### src/rtl/truth_table_sweeper_if.sv
// Bundle between the sweeper and the combinational function it exercises.
// Carries the sweep request, the stimulus/response pair and the capture results.
interface truth_table_sweeper_if #(
  parameter int N_IN = 3
);
  localparam int T = 2 ** N_IN;

  // Handshake: start is a level or one-cycle request, sampled only while the
  // sweeper is idle or done (busy=0); while busy=1 it is ignored, so no ready
  // signal is needed. vec is valid whenever busy=1, and s must be valid by the
  // SAMPLE cycle of each vector. done is held until the next start or reset.
  logic            start;
  logic [N_IN-1:0] vec;
  logic            s;
  logic            busy;
  logic            done;
  logic [T-1:0]    table_out;
  logic [N_IN:0]   mismatch_cnt;
  logic            pass;
  logic [2:0]      state_dbg;

  modport master (
    output start, s,
    input  vec, busy, done, table_out, mismatch_cnt, pass, state_dbg
  );

  modport slave (
    input  start, s,
    output vec, busy, done, table_out, mismatch_cnt, pass, state_dbg
  );
endinterface

### src/rtl/truth_table_sweeper.sv
// Drives every input vector of a combinational function in ascending order,
// waits a settle time, captures s into a truth table and counts mismatches.
module truth_table_sweeper #(
  parameter int                    N_IN          = 3,
  parameter int                    SETTLE_CYCLES = 2,
  parameter logic [(2**N_IN)-1:0]  EXPECTED      = 8'h22
) (
  input  logic                  clk,
  input  logic                  rst_n,
  truth_table_sweeper_if.slave  bus
);
  localparam int              T        = 2 ** N_IN;
  localparam logic [N_IN:0]   LAST     = (N_IN+1)'(T - 1);
  localparam logic [N_IN:0]   ONE      = (N_IN+1)'(1);
  localparam logic [3:0]      SETTLE_L = 4'(SETTLE_CYCLES);

  typedef enum logic [2:0] {
    S_IDLE   = 3'd0,
    S_DRIVE  = 3'd1,
    S_SETTLE = 3'd2,
    S_SAMPLE = 3'd3,
    S_DONE   = 3'd4
  } state_t;

  state_t          state;
  logic [N_IN:0]   idx;
  logic [N_IN:0]   idx_inc;
  logic [3:0]      settle_cnt;
  logic [N_IN-1:0] vec_q;
  logic [T-1:0]    table_q;
  logic [N_IN:0]   mism_q;

  // idx carries one spare bit so the terminal compare never sees a wrap.
  assign idx_inc = idx + ONE;

  always_ff @(posedge clk or negedge rst_n) begin
    if (!rst_n) begin
      state      <= S_IDLE;
      idx        <= '0;
      settle_cnt <= '0;
      vec_q      <= '0;
      table_q    <= '0;
      mism_q     <= '0;
    end else begin
      unique case (state)
        S_IDLE, S_DONE: begin
          if (bus.start) begin
            table_q <= '0;
            mism_q  <= '0;
            idx     <= '0;
            vec_q   <= '0;
            state   <= S_DRIVE;
          end
        end
        S_DRIVE: begin
          settle_cnt <= SETTLE_L;
          state      <= (SETTLE_CYCLES > 0) ? S_SETTLE : S_SAMPLE;
        end
        S_SETTLE: begin
          settle_cnt <= settle_cnt - 4'd1;
          if (settle_cnt == 4'd1) state <= S_SAMPLE;
        end
        S_SAMPLE: begin
          table_q[idx[N_IN-1:0]] <= bus.s;
          if (bus.s != EXPECTED[idx[N_IN-1:0]]) mism_q <= mism_q + ONE;
          if (idx == LAST) begin
            vec_q <= '0;
            state <= S_DONE;
          end else begin
            idx   <= idx_inc;
            vec_q <= idx_inc[N_IN-1:0];
            state <= S_DRIVE;
          end
        end
        default: state <= S_IDLE;
      endcase
    end
  end

  assign bus.vec          = vec_q;
  assign bus.table_out    = table_q;
  assign bus.mismatch_cnt = mism_q;
  assign bus.busy         = (state == S_DRIVE) || (state == S_SETTLE) || (state == S_SAMPLE);
  assign bus.done         = (state == S_DONE);
  assign bus.pass         = (state == S_DONE) && (mism_q == '0);
  assign bus.state_dbg    = state;
endmodule

### src/flat_wrapper.sv
// flat-port wrapper written by rule: the top's interface ports become plain ports
module truth_table_sweeper_flat 
#(
  parameter int                    N_IN          = 3,
  parameter int                    SETTLE_CYCLES = 2,
  parameter logic [(2**N_IN)-1:0]  EXPECTED      = 8'h22
)
  (clk, rst_n, bus_start, bus_s, bus_vec, bus_busy, bus_done, bus_table_out, bus_mismatch_cnt, bus_pass, bus_state_dbg);
  truth_table_sweeper_if #(.N_IN(N_IN)) bus_i ();
  input  logic clk;
  input  logic rst_n;
  input wire logic [$bits(bus_i.start)-1:0] bus_start;
  input wire logic [$bits(bus_i.s)-1:0] bus_s;
  output wire logic [$bits(bus_i.vec)-1:0] bus_vec;
  output wire logic [$bits(bus_i.busy)-1:0] bus_busy;
  output wire logic [$bits(bus_i.done)-1:0] bus_done;
  output wire logic [$bits(bus_i.table_out)-1:0] bus_table_out;
  output wire logic [$bits(bus_i.mismatch_cnt)-1:0] bus_mismatch_cnt;
  output wire logic [$bits(bus_i.pass)-1:0] bus_pass;
  output wire logic [$bits(bus_i.state_dbg)-1:0] bus_state_dbg;
  assign bus_i.start = bus_start;
  assign bus_i.s = bus_s;
  assign bus_vec = bus_i.vec;
  assign bus_busy = bus_i.busy;
  assign bus_done = bus_i.done;
  assign bus_table_out = bus_i.table_out;
  assign bus_mismatch_cnt = bus_i.mismatch_cnt;
  assign bus_pass = bus_i.pass;
  assign bus_state_dbg = bus_i.state_dbg;
  truth_table_sweeper #(.N_IN(N_IN), .SETTLE_CYCLES(SETTLE_CYCLES), .EXPECTED(EXPECTED)) u_core (.clk(clk), .rst_n(rst_n), .bus(bus_i));
endmodule
### config.mk
export PLATFORM = sky130hd
export DESIGN_NAME = truth_table_sweeper_flat
export DESIGN_NICKNAME = d
export VERILOG_FILES = /design/src/rtl/truth_table_sweeper_if.sv /design/src/rtl/truth_table_sweeper.sv /design/src/flat_wrapper.sv
export SDC_FILE = /design/constraint.sdc
export NUM_CORES = 1
export LEC_CHECK = 0
export ABC_CLOCK_PERIOD_IN_PS = 2200
export BUFFER_PORTS_ARGS = -buffer_cell sky130_fd_sc_hd__buf_2
export CELL_PAD_IN_SITES_DETAIL_PLACEMENT = 1
export CELL_PAD_IN_SITES_GLOBAL_PLACEMENT = 2
export CORE_ASPECT_RATIO = 0.9
export CORE_MARGIN = 10
export CORE_UTILIZATION = 35
export DETAILED_ROUTE_END_ITERATION = 12
export HOLD_SLACK_MARGIN = 0.12
export PLACE_DENSITY_LB_ADDON = 0.1
export SYNTH_ARGS = -nofsm -noshare
export SYNTH_HDL_FRONTEND = slang
export SYNTH_SLANG_ARGS = --single-unit
### constraint.sdc
create_clock -name clk -period 2.2 [get_ports clk]
set_input_delay 0.22 -clock clk [delete_from_list [all_inputs] [get_ports clk]]
set_output_delay 0.22 -clock clk [all_outputs]
set_load 0.02 [all_outputs]
* Yosys cells after proc, flatten, opt, wreduce, memory -nomap -nowiden
Memories as Yosys holds them, arrays and structs flattened.
Index checks and enable logic that the tools add are counted.
W data, S select, Z words.
** Cells by class
- Divide/modulo/power cells :: 0
- Order comparisons :: 2
- Equal/unequal tests :: 11
- Add/subtract/negate cells :: 3
- Multiplexer cells :: 19
- Shift operators :: 0
- Multiply operators :: 0
- Reduce and logical (&&, ||, !) cells :: 13
- Bitwise logic cells :: 0
** Operator list (number)
- $pmux W4 S2 :: 3
- $pmux W8 S2 :: 1
- $mux W3 :: 5
- $mux W4 :: 3
- $pmux W3 S4 :: 1
- $add A4 B1 Y4 const B :: 2
- $bwmux W8 :: 1
- $mux W8 :: 1
- $eq A3 B2 Y1 const B :: 2
- $pmux W3 S2 :: 1
- $reduce_and A3 Y1 :: 2
- $eq A4 B1 Y1 const B :: 1
- $eq A4 B3 Y1 const B :: 1
- $logic_not A4 Y1 :: 1
- $lt A3 B4 Y1 const B :: 1
- $ne A2 B1 Y1 const B :: 2
- $ne A2 B2 Y1 const B :: 2
- $reduce_and A2 Y1 :: 2
- $reduce_bool A2 Y1 :: 2
- $sub A4 B1 Y4 const B :: 1
- $demux W1 S3 :: 1
- $eq A3 B1 Y1 const B :: 1
- $eq A3 B3 Y1 const B :: 1
- $ge A3 B1 Y1 const B :: 1
- other kinds (6) :: 9
** Word-level totals
- Memory bits (writable) :: 0
- Word-level logic and storage cells :: 55
- Bits of input ports :: 4
- Output and inout bits :: 21
- Bits in latches :: 0
- Bits in read-only memories :: 8
- Register bits after elaboration :: 26
- Memories kept :: 1
** Memories
- (name not given) :: depth 8, bits a word 1, rd ports 1, clocked after Yosys merged registers in 0, write ports 0, line truth_table_sweeper.sv:65 : if (bus.s != EXPECTED[idx[N_IN-1:0]]) mism_q <= mism_q + ONE;

* Depth between registers and ports, before layout
Gate-level depths: netlist of the first run.
- Depth after elaboration :: 6
- Mapped depth :: 6

* Worst setup path before layout of the first run
Ideal clock, no wire load.
- Path kind :: register to output
- Start :: register u_core.state[0], in the netlist u_core.bus.state_dbg[0]
- End :: output bus_pass
- Path slack :: 0.302 ns
- Stages on the path, launching flop included :: 5
- Data required time :: 1.980 ns
- Arrival time :: 1.678 ns
- Buffers on the path :: 1
- Path through :: dfrtp_1 -> clkbuf_1 -> nor2_1 -> nand2_1 -> nor4b_1
** On the way
- Longest elaborated chain between the ends :: 2
** RTL lines
- start: declaration :: line truth_table_sweeper.sv:25 : state_t state;
- start signal: assignment :: line truth_table_sweeper.sv:57 : state <= (SETTLE_CYCLES > 0) ? S_SETTLE : S_SAMPLE;
- $eq A3 B3 Y1 :: line truth_table_sweeper.sv:85 : assign bus.pass = (state == S_DONE) && (mism_q == '0);
- $logic_and A1 B1 Y1 :: line truth_table_sweeper.sv:85
- end: declaration :: line flat_wrapper.sv:19 : output wire logic [$bits(bus_i.pass)-1:0] bus_pass;
No other way between the ends.

* Worst setup path in the final report of the first run
Same ends and word-level chain as after synthesis.

==> impl_metrics.yaml, run 1 <==
yosys:
  synth_top_cell_by_area: "dfrtp_1"
  synth_common_cells: "dfrtp_1 (26), mux2i_1 (17), inv_1 (12), nand3_1 (7)"
  ys_ff_latch: 26
  syn_nets: 150
  synth_ff_type: "dfrtp_1"
  yosysMostFrequentCell: "dfrtp_1"
  avgSynthCellArea_um2: 10.58
  async_reset_ff_frac: 1.000
  seq_area_frac_synth: 0.4392
  synth_edf_count: 0
  ys_top_cells_by_area: "dfrtp_1 (44%), mux2i_1 (11%), ha_1 (5.1%)"
  yosysWarnings: 0
  synth_cell_types: 36
  synth.cell_area_um2: 1481
  syn_inst: 140
  yosysTopAreaCellShare: 0.4392
cells_and_area:
  syn_to_final_growth_pct: 13.01
  post-route-util: 0.4109
  drive_gt1_frac: 0.1938
  n_fill_cell: 472
  num_antenna_cells: 0
  nets: 171
clocking:
  clock_latency_ps: 280
  h-tree-depth: 1
  tritoncts: "yes"
  cts_sinks: 26
  clk_pin_slew_ps: 100
  clockRootBuffer: "clkbuf_8"
  cts_setup_buffers: 0
  cts_buffer_depth: 2
  cts_buffers: 3
global_route:
  antenna_found_initial: 0
  grt_pass1_wl_mm: 5.899
  grt_pass1_vias: 1130
  globalRouteOverflowTotal: 0
  grt_start_max_net_pins: 27
  track_usage: 0.1013
routing:
  routed_via_density: 5.370
  wire_per_inst_um: 16.78
  drt-initial-drc-count: 35
  vias: 1117
  wl_mm: 3.490
  postRouteAntennaNets: 0
  first_pass_iters: 4
  drc_errors: 0
sta:
  min_period_ps: 1821
  fmax_mhz: 549.2
  finalSetupTns_ps: 0
  worst_slew_pin_slew_ps: 623.0
  postLayoutSetupSlackWorst_ps: 379.3
  slew-limit-headroom: 0.5846
  hold_viol: 0
  skew_ps: 9.129
  fin_crit_sh: 0.8276
  grt_setup_unrepaired: "false"
  slew_viol_final: 0
  setup_viol: 0
flow_run:
  maxCapViolations: 0
power:
  combPwrFrac: 0.425
  powerDensity_nw_per_um2: 1321
  pwr-share-seq: 0.390
  swShare: 0.4285
  clockPowerShare: 0.185
  internal-power_mw: 1.264
  power.switching_mw: 0.9479
  p_leak_nw: 0.8212
  ir_drop_mv: 0.5281
worst_setup_path:
  r2r_cells: 5
  max_stage_delay_ps: 560
  crit_chain: "nor2_1 > nand2_1 > nor4b_1 > buf_2"
  arrival_ps: 1600
  crit_required_ps: 1980
  cp-start-kind: "flop"
  criticalPathCategory: "reg2out"
  worst_path_max_delay_cell: "dfrtp_1"
  cp_max_fo: 15
  end_kind: "primary output"
die:
  die_w_um: 88.58
  num_io_pins: 25
  floorplan.die_area_um2: 7238
  start_util: 0.3636
  die_h_um: 81.72
  std_cell_rows: 22
  core_um2: 4074
min_path:
  hold_path.class: "in2reg"
  min_path_cells: 2
placed_design:
  dp_hpwl_mm: 2.499
  place_congestion: 0.7971
  port_buffers: 24
  place_ws_ps: 421.4
run_status:
  outcome: "finished, final reports clean"
==> area by class of cell <==
class	instances	area, µm²	share of cell area
inverter	12	45.04	0.02691
tap	48	60.06	0.03587
timing repair buffer	26	137.6	0.08221
clock buffer	3	41.29	0.02466
multi-input combinational	92	709.4	0.4238
clock inverter	1	30.03	0.01794
sequential	26	650.6	0.3886
==> power by group through the flow <==
stage	registers [mW]	clock network, mW	logic [mW]
floorplan	0.847	0	0.743
global route	0.904	0.431	1.06
finish	0.862	0.410	0.940
CTS	0.864	0.419	0.961
global placement	0.859	0	0.935
detailed placement	0.871	0	0.957
==> final timing paths <==
path | slack, ps | startpoint | endpoint
max | 380 | u_core.bus.state_dbg[0] | bus_pass
min | 140 | bus_start | u_core.bus.state_dbg[2]
max reg2reg | 400 | u_core.idx[1] | u_core.bus.mismatch_cnt[1]
min reg2reg | 500 | u_core.bus.table_out[1] | u_core.bus.table_out[1]
max in group asynchronous | 1290 | rst_n | u_core.bus.vec[1]
min in group asynchronous | 490 | rst_n | u_core.bus.mismatch_cnt[2]
==> cells in the final DEF, fill, tap and decap left out <==
cell type,n
nand2_1,5
nor4b_1,3
nor3b_2,1
bufinv_16,1
inv_1,12
o22a_1,1
xnor2_1,1
o311ai_0,1
o21ai_2,1
or3_1,1
buf_2,24
nor2b_1,1
mux2i_1,17
o21ai_0,3
xor2_1,2
dfrtp_1,26
a22oi_1,1
and3b_1,4
nor2_1,6
nand3_1,7
a32o_1,2
nor3b_1,3
and3_1,2
buf_4,1
dlygate4sd3_1,1
a21oi_1,4
a21bo_1,1
nand3b_1,1
clkbuf_8,3
nor3_1,3
a22o_1,5
o22ai_1,5
ha_1,6
or3b_1,1
nand4b_1,1
o2bb2ai_1,3
==> metal layers <==
metal  vias to the layer above  wire, µm  GRT usage
met3                         4       184    0.03165
li1                        541         -          -
met2                        22      1577     0.1545
met4                         0        34    0.02419
met5                         -         0          0
met1                       550      1695     0.1367
==> repair_timing <==
action	in CTS	in global routing
gates resized for setup	0	0
hold endpoints to repair	26	0
setup endpoints to repair	0	0
hold buffers	1	0
==> metrics by stage <==
step | cell area, µm² | power, mW | instances | hold WS [ps]
6_report | 1674 | 2.212 | 208 | 144.5
5_1_grt | 1674 | 2.397 | 208 | 152.2
4_1_cts | 1674 | 2.244 | 208 | 146.1
3_5_place_dp | 1593 | 1.828 | 203 | 269.1
3_3_place_gp | 1593 | 1.794 | 203 | 265.3
2_1_floorplan | 1481 | 1.590 | 140 | -75.59
==> state kept, by name, summed over array words and instances, names as in the netlist <==
register and flops:
u_core.bus.mismatch_cnt 4, u_core.bus.table_out 8, u_core.bus.vec 3, u_core.idx 4, u_core.settle_cnt 4, u_core.bus.state_dbg 3
==> critical path, delay by kind of cell (launching register included) <==
| family | cells | cell delay [ps] |
|---|---|---|
| flops | 1 | 560 |
| simple gates | 3 | 550 |
| buf+inv | 1 | 210 |
==> logic make-up (layout without fill, tap and decap cells) <==
kind of cell / after synthesis / count (layout) / share of synthesized area
AO/OA/AOI/OAI: 27 / 27 / 0.1351
XOR/XNOR: 3 / 3 / 0.01774
adder cells (fa/ha/maj): 6 / 6 / 0.05067
buffers and inverters: 22 / 42 / 0.08192
flip-flops: 26 / 26 / 0.4392
multiplexers: 17 / 17 / 0.1149
AND/OR/NAND/NOR: 39 / 39 / 0.1605
No activity file was read; power rests on OpenSTA's default activity.
==> inputs of run 2 (changes only) <==
- ABC_CLOCK_PERIOD_IN_PS: 2200 -> 1900
- clock period: 2.2 -> 1.9 ns (I/O delays scaled with it)
==> run 2 against run 1 <==
Against the previous run: final cell count increased by 1.9%; sequential share of layout area is 0.27 points lower; worst setup slack lost 200 ps; flip-flop and latch count did not move; clock power fell by 10%; first-iteration DRC count grew 5.7%; power grew 14%; via count up 3.0%; critical endpoint unchanged; largest power group unchanged; highest routed layer unchanged.
==> impl_metrics.yaml, run 2 (synthesized netlist as in run 1, its figures left out) <==
run_status:
  outcome: "finished, final reports clean"
sta:
  worst_slew_pin_slew_ps: 606.9
  slew-limit-headroom: 0.5954
  min_period_ps: 1725
  hold_viol: 0
  setup_viol: 0
  fin_crit_sh: 0.9076
  finalSetupTns_ps: 0
  fmax_mhz: 579.9
  grt_setup_unrepaired: "false"
  skew_ps: 13.11
  slew_viol_final: 0
die:
  die_h_um: 81.72
  floorplan.die_area_um2: 7238
  core_um2: 4074
  die_w_um: 88.58
  std_cell_rows: 22
  num_io_pins: 25
  start_util: 0.3636
placed_design:
  placed_area_um2: 1623
  dp_hpwl_mm: 2.613
  port_buffers: 24
  place_congestion: 0.7981
cells_and_area:
  nets: 175
  syn_to_final_growth_pct: 14.02
  design_area_um2: 1689
  largest_register_ffs: 8
  drive_gt1_frac: 0.2195
  layout_common_cells: "dfrtp_1 (25), buf_2 (24), mux2i_1 (17), inv_1 (12), nand3_1 (7)"
  final_common_cell: "dfrtp_1"
  num_antenna_cells: 0
flow_run:
  maxCapViolations: 0
worst_setup_path:
  max_stage_delay_ps: 520
  r2r_cells: 5
  ff2ff_setup_slack_ps: 360
  crit_family: "simple AND/OR/NAND/NOR gates"
  arrival_ps: 1530
  worstReg2RegStart: "u_core.idx[1]"
  cp_max_fo: 12
  crit_buf_inv: 1
  crit_chain: "nor2_1 > nand2_1 > nor4b_1 > buf_2"
  worst_path_max_delay_cell: "dfrtp_1"
  crit_required_ps: 1710
  cp-start-kind: "flop"
  end_kind: "primary output"
  r2r_end: "u_core.bus.mismatch_cnt[1]"
  criticalPathCategory: "reg2out"
clocking:
  h-tree-depth: 1
  clock_latency_ps: 280
  cts_buffers: 3
  cts_sinks: 26
  clk_pin_slew_ps: 100
  cts_setup_buffers: 0
  clockRootBuffer: "clkbuf_8"
  tritoncts: "yes"
  cts_buffer_depth: 2
routing:
  wl_mm: 3.602
  postRouteAntennaNets: 0
  first_pass_iters: 4
  wire_per_inst_um: 16.99
  routed_via_density: 5.429
  drt-initial-drc-count: 37
  vias: 1151
  drc_errors: 0
global_route:
  globalRouteOverflowTotal: 0
  antenna_found_initial: 0
  grt_pass1_wl_mm: 6.203
  grt_pass1_vias: 1216
  grt_start_max_net_pins: 27
  track_usage: 0.1066
power:
  powerDensity_nw_per_um2: 1492
  ir_drop_mv: 0.5831
  p_leak_nw: 0.8337
min_path:
  min_from: "bus_start"
  min_path_cells: 2
  hold_path.class: "in2reg"
  hold_end: "u_core.bus.state_dbg[2]"
[run 2: what timing repair did]
| action | in CTS | in global routing |
|---|---|---|
| gates resized for setup | 0 | 1 |
| hold buffers | 1 | 0 |
| endpoints found under the setup margin | 0 | 1 |
| endpoints found under the hold margin | 26 | 0 |
[run 2: worst max path at each step]
stage	start	to	slack, ps	depth (start not counted)
after floorplan	u_core.bus.state_dbg[0]	bus_pass	30	4
after global placement	u_core.bus.state_dbg[0]	u_core.bus.table_out[7]	340	4
after detailed placement	u_core.bus.state_dbg[0]	u_core.bus.table_out[7]	260	4
after CTS	u_core.bus.state_dbg[0]	bus_pass	80	4
after global routing	u_core.bus.state_dbg[1]	bus_pass	30	4
final	u_core.bus.state_dbg[1]	bus_pass	180	4
[run 2: per-stage QoR]
stage,utilization,power (mW),instances,worst slack (ps),hold slack (ps)
floorplan,-,1.841,140,31.59,-105.6
global placement,0.3983,2.133,207,345.0,228.7
detailed placement,0.3983,2.180,207,263.1,228.7
CTS,0.4143,2.554,212,76.86,124.5
global route,0.4146,2.753,212,33.57,135.0
finish,0.4146,2.520,212,175.5,117.0
[run 2: metal layers]
layer | global-route usage | up-vias | share of wire
met5 | 0 | - | 0
met4 | 0.01452 | 0 | 0.0047
met3 | 0.02967 | 2 | 0.044
met2 | 0.1840 | 17 | 0.47
met1 | 0.1329 | 579 | 0.48
li1 | - | 553 | -
[run 2: report_power, final]
group	internal (mW)	leakage (nW)	switching, mW	total [mW]
logic	0.502	0.461	0.705	1.21
clock network	0.185	0.0288	0.182	0.368
registers	0.723	0.344	0.223	0.946
total	1.41	0.834	1.11	2.52
[run 2: final cells by class]
| class | instances | area, µm² |
|---|---|---|
| flip-flops and latches | 26 | 651.9 |
| clock buffers | 4 | 55.05 |
| well taps | 48 | 60.06 |
| repair buffers | 30 | 167.7 |
| multi-input cells | 92 | 709.4 |
| fillers | 479 | 2385 |
| inverters | 12 | 45.04 |
[run 2: worst register-to-register path, cell delays in order (launching register included)]
cell	delay [ps]
dfrtp_1	390
inv_1	120
ha_1	180
xor2_1	350
mux2i_1	180
a32o_1	230
==> inputs of run 3 (changes only) <==
- CORE_MARGIN: 10 -> 2
- CORE_UTILIZATION: 35 -> 37
- CTS_BUF_LIST: not set -> sky130_fd_sc_hd__clkbuf_4
==> run 3 against run 2 <==
Against the previous run: via count shrank 0.26%; sequential power shrank 2.1%; die area shrank 37%; routed wire length shrank 6.1%; clock-buffer cell count shrank 1; flip-flop and latch count is the same; critical path depth is the same; worst setup slack lost 29 ps; register-to-register slack is essentially flat; maximum frequency shrank 1.6%; critical path type unchanged.
==> impl_metrics.yaml, run 3 (synthesized netlist as in run 1, its figures left out) <==
run_status:
  outcome: "finished, final reports clean"
sta:
  hold_viol: 0
  slew-limit-headroom: 0.5928
  slew_viol_final: 0
  min_period_ps: 1753
  skew_ps: 4.332
  fin_crit_sh: 0.9227
  fmax_mhz: 570.4
  setup_viol: 0
  worst_slew_pin_slew_ps: 610.7
  finalSetupTns_ps: 0
worst_setup_path:
  worst_path_max_delay_cell: "dfrtp_2"
  arrival_ps: 1560
  crit_required_ps: 1710
  cp-start-kind: "flop"
  max_stage_delay_ps: 480
  crit_chain: "nor2_1 > nand2_1 > nor4b_1 > buf_2"
  cp_max_fo: 8
  criticalPathCategory: "reg2out"
  end_kind: "primary output"
  ff2ff_setup_slack_ps: 350
  r2r_end: "u_core.bus.mismatch_cnt[1]"
  crit_end: "bus_pass"
  r2r_cells: 4
  worstReg2RegStart: "u_core.idx[0]"
  crit_start: "u_core.bus.state_dbg[0]"
cells_and_area:
  fin_cells: 215
  drive_gt1_frac: 0.2367
  nets: 180
  largest_register_ffs: 8
  n_fill_cell: 445
  syn_to_final_growth_pct: 15.54
  layout_common_cells: "buf_2 (24), dfrtp_1 (24), mux2i_1 (17), inv_1 (12), buf_4 (8)"
  num_antenna_cells: 0
power:
  powerDensity_nw_per_um2: 1448
  ir_drop_mv: 0.7984
  p_leak_nw: 0.8458
die:
  die_h_um: 64.03
  num_io_pins: 25
  core_um2: 3784
  std_cell_rows: 21
  floorplan.die_area_um2: 4527
  die_w_um: 70.70
  start_util: 0.3915
clocking:
  cts_buffers: 3
  clock_latency_ps: 330
  clk_pin_slew_ps: 150
  h-tree-depth: 1
  cts_buffer_depth: 2
  tritoncts: "yes"
  cts_sinks: 26
  clockRootBuffer: "clkbuf_4"
global_route:
  grt_start_max_net_pins: 27
  globalRouteOverflowTotal: 0
  antenna_found_initial: 0
  grt_pass1_vias: 1194
  grt_pass1_wl_mm: 5.706
  track_usage: 0.1576
placed_design:
  dp_hpwl_mm: 2.405
  port_buffers: 24
  dp.cells: 205
  place_congestion: 0.6986
routing:
  wire_per_inst_um: 15.73
  routed_via_density: 5.340
  vias: 1148
  drc_errors: 0
  first_pass_iters: 4
  postRouteAntennaNets: 0
  wl_mm: 3.382
  drt-initial-drc-count: 47
flow_run:
  maxCapViolations: 0
min_path:
  hold_path.class: "in2reg"
[run 3: where the power goes]
part	internal [mW]	switching, mW	total, mW
registers	0.725	0.201	0.926
clock network	0.0773	0.176	0.253
logic	0.575	0.724	1.30
total	1.38	1.10	2.48
[run 3: layout make-up]
type                    instances  area (µm²)  share of cell area
clock buffers                   3       22.52             0.01316
clock inverters                 1       3.754            0.002193
flip-flops and latches         26       653.1              0.3816
repair buffers                 35       220.2              0.1287
multi-input cells              92       709.4              0.4145
well taps                      46       57.56             0.03363
inverters                      12       45.04             0.02632
[run 3: worst min path at each step]
stage | from | endpoint | slack [ps] | cells past startpoint
6_report | bus_s | u_core.bus.table_out[0] | 170 | 2
2_1_floorplan | rst_n | u_core.bus.mismatch_cnt[0] | -110 | 0
5_1_grt | bus_s | u_core.bus.table_out[0] | 140 | 2
3_5_place_dp | rst_n | u_core.settle_cnt[1] | 240 | 1
3_3_place_gp | rst_n | u_core.settle_cnt[1] | 230 | 1
4_1_cts | bus_s | u_core.bus.table_out[0] | 160 | 2
[run 3: per-stage QoR]
step	hold slack, ps	setup slack, ps	util	cell area, µm²	power [mW]
floorplan	-105.6	31.59	-	1481	1.841
global placement	233.5	384.5	0.4315	1633	2.140
detailed placement	240.5	365.9	0.4315	1633	2.181
CTS	159.6	38.83	0.4438	1679	2.449
global route	141.0	-10.16	0.4524	1712	2.681
finish	169.1	146.8	0.4524	1712	2.478
[run 3: worst max-delay path, delay by kind of cell (launching register included)]
family | cells | cell delay (ps)
buffers and inverters | 1 | 220
flip-flops | 1 | 480
AND/OR/NAND/NOR | 3 | 540
[run 3: per-layer routing]
metal	global-route usage	wire length (µm)	vias to the layer above
met2	0.2547	1576	20
met3	0.03943	104	2
met1	0.2132	1682	568
met5	0	0	-
li1	-	-	558
met4	0.03538	19	0
[run 3: repair_timing]
action	CTS	global route
buffers inserted	0	4
resized for setup	0	2
hold buffers	2	0
setup endpoints to repair	0	1
hold endpoints to repair	27	0
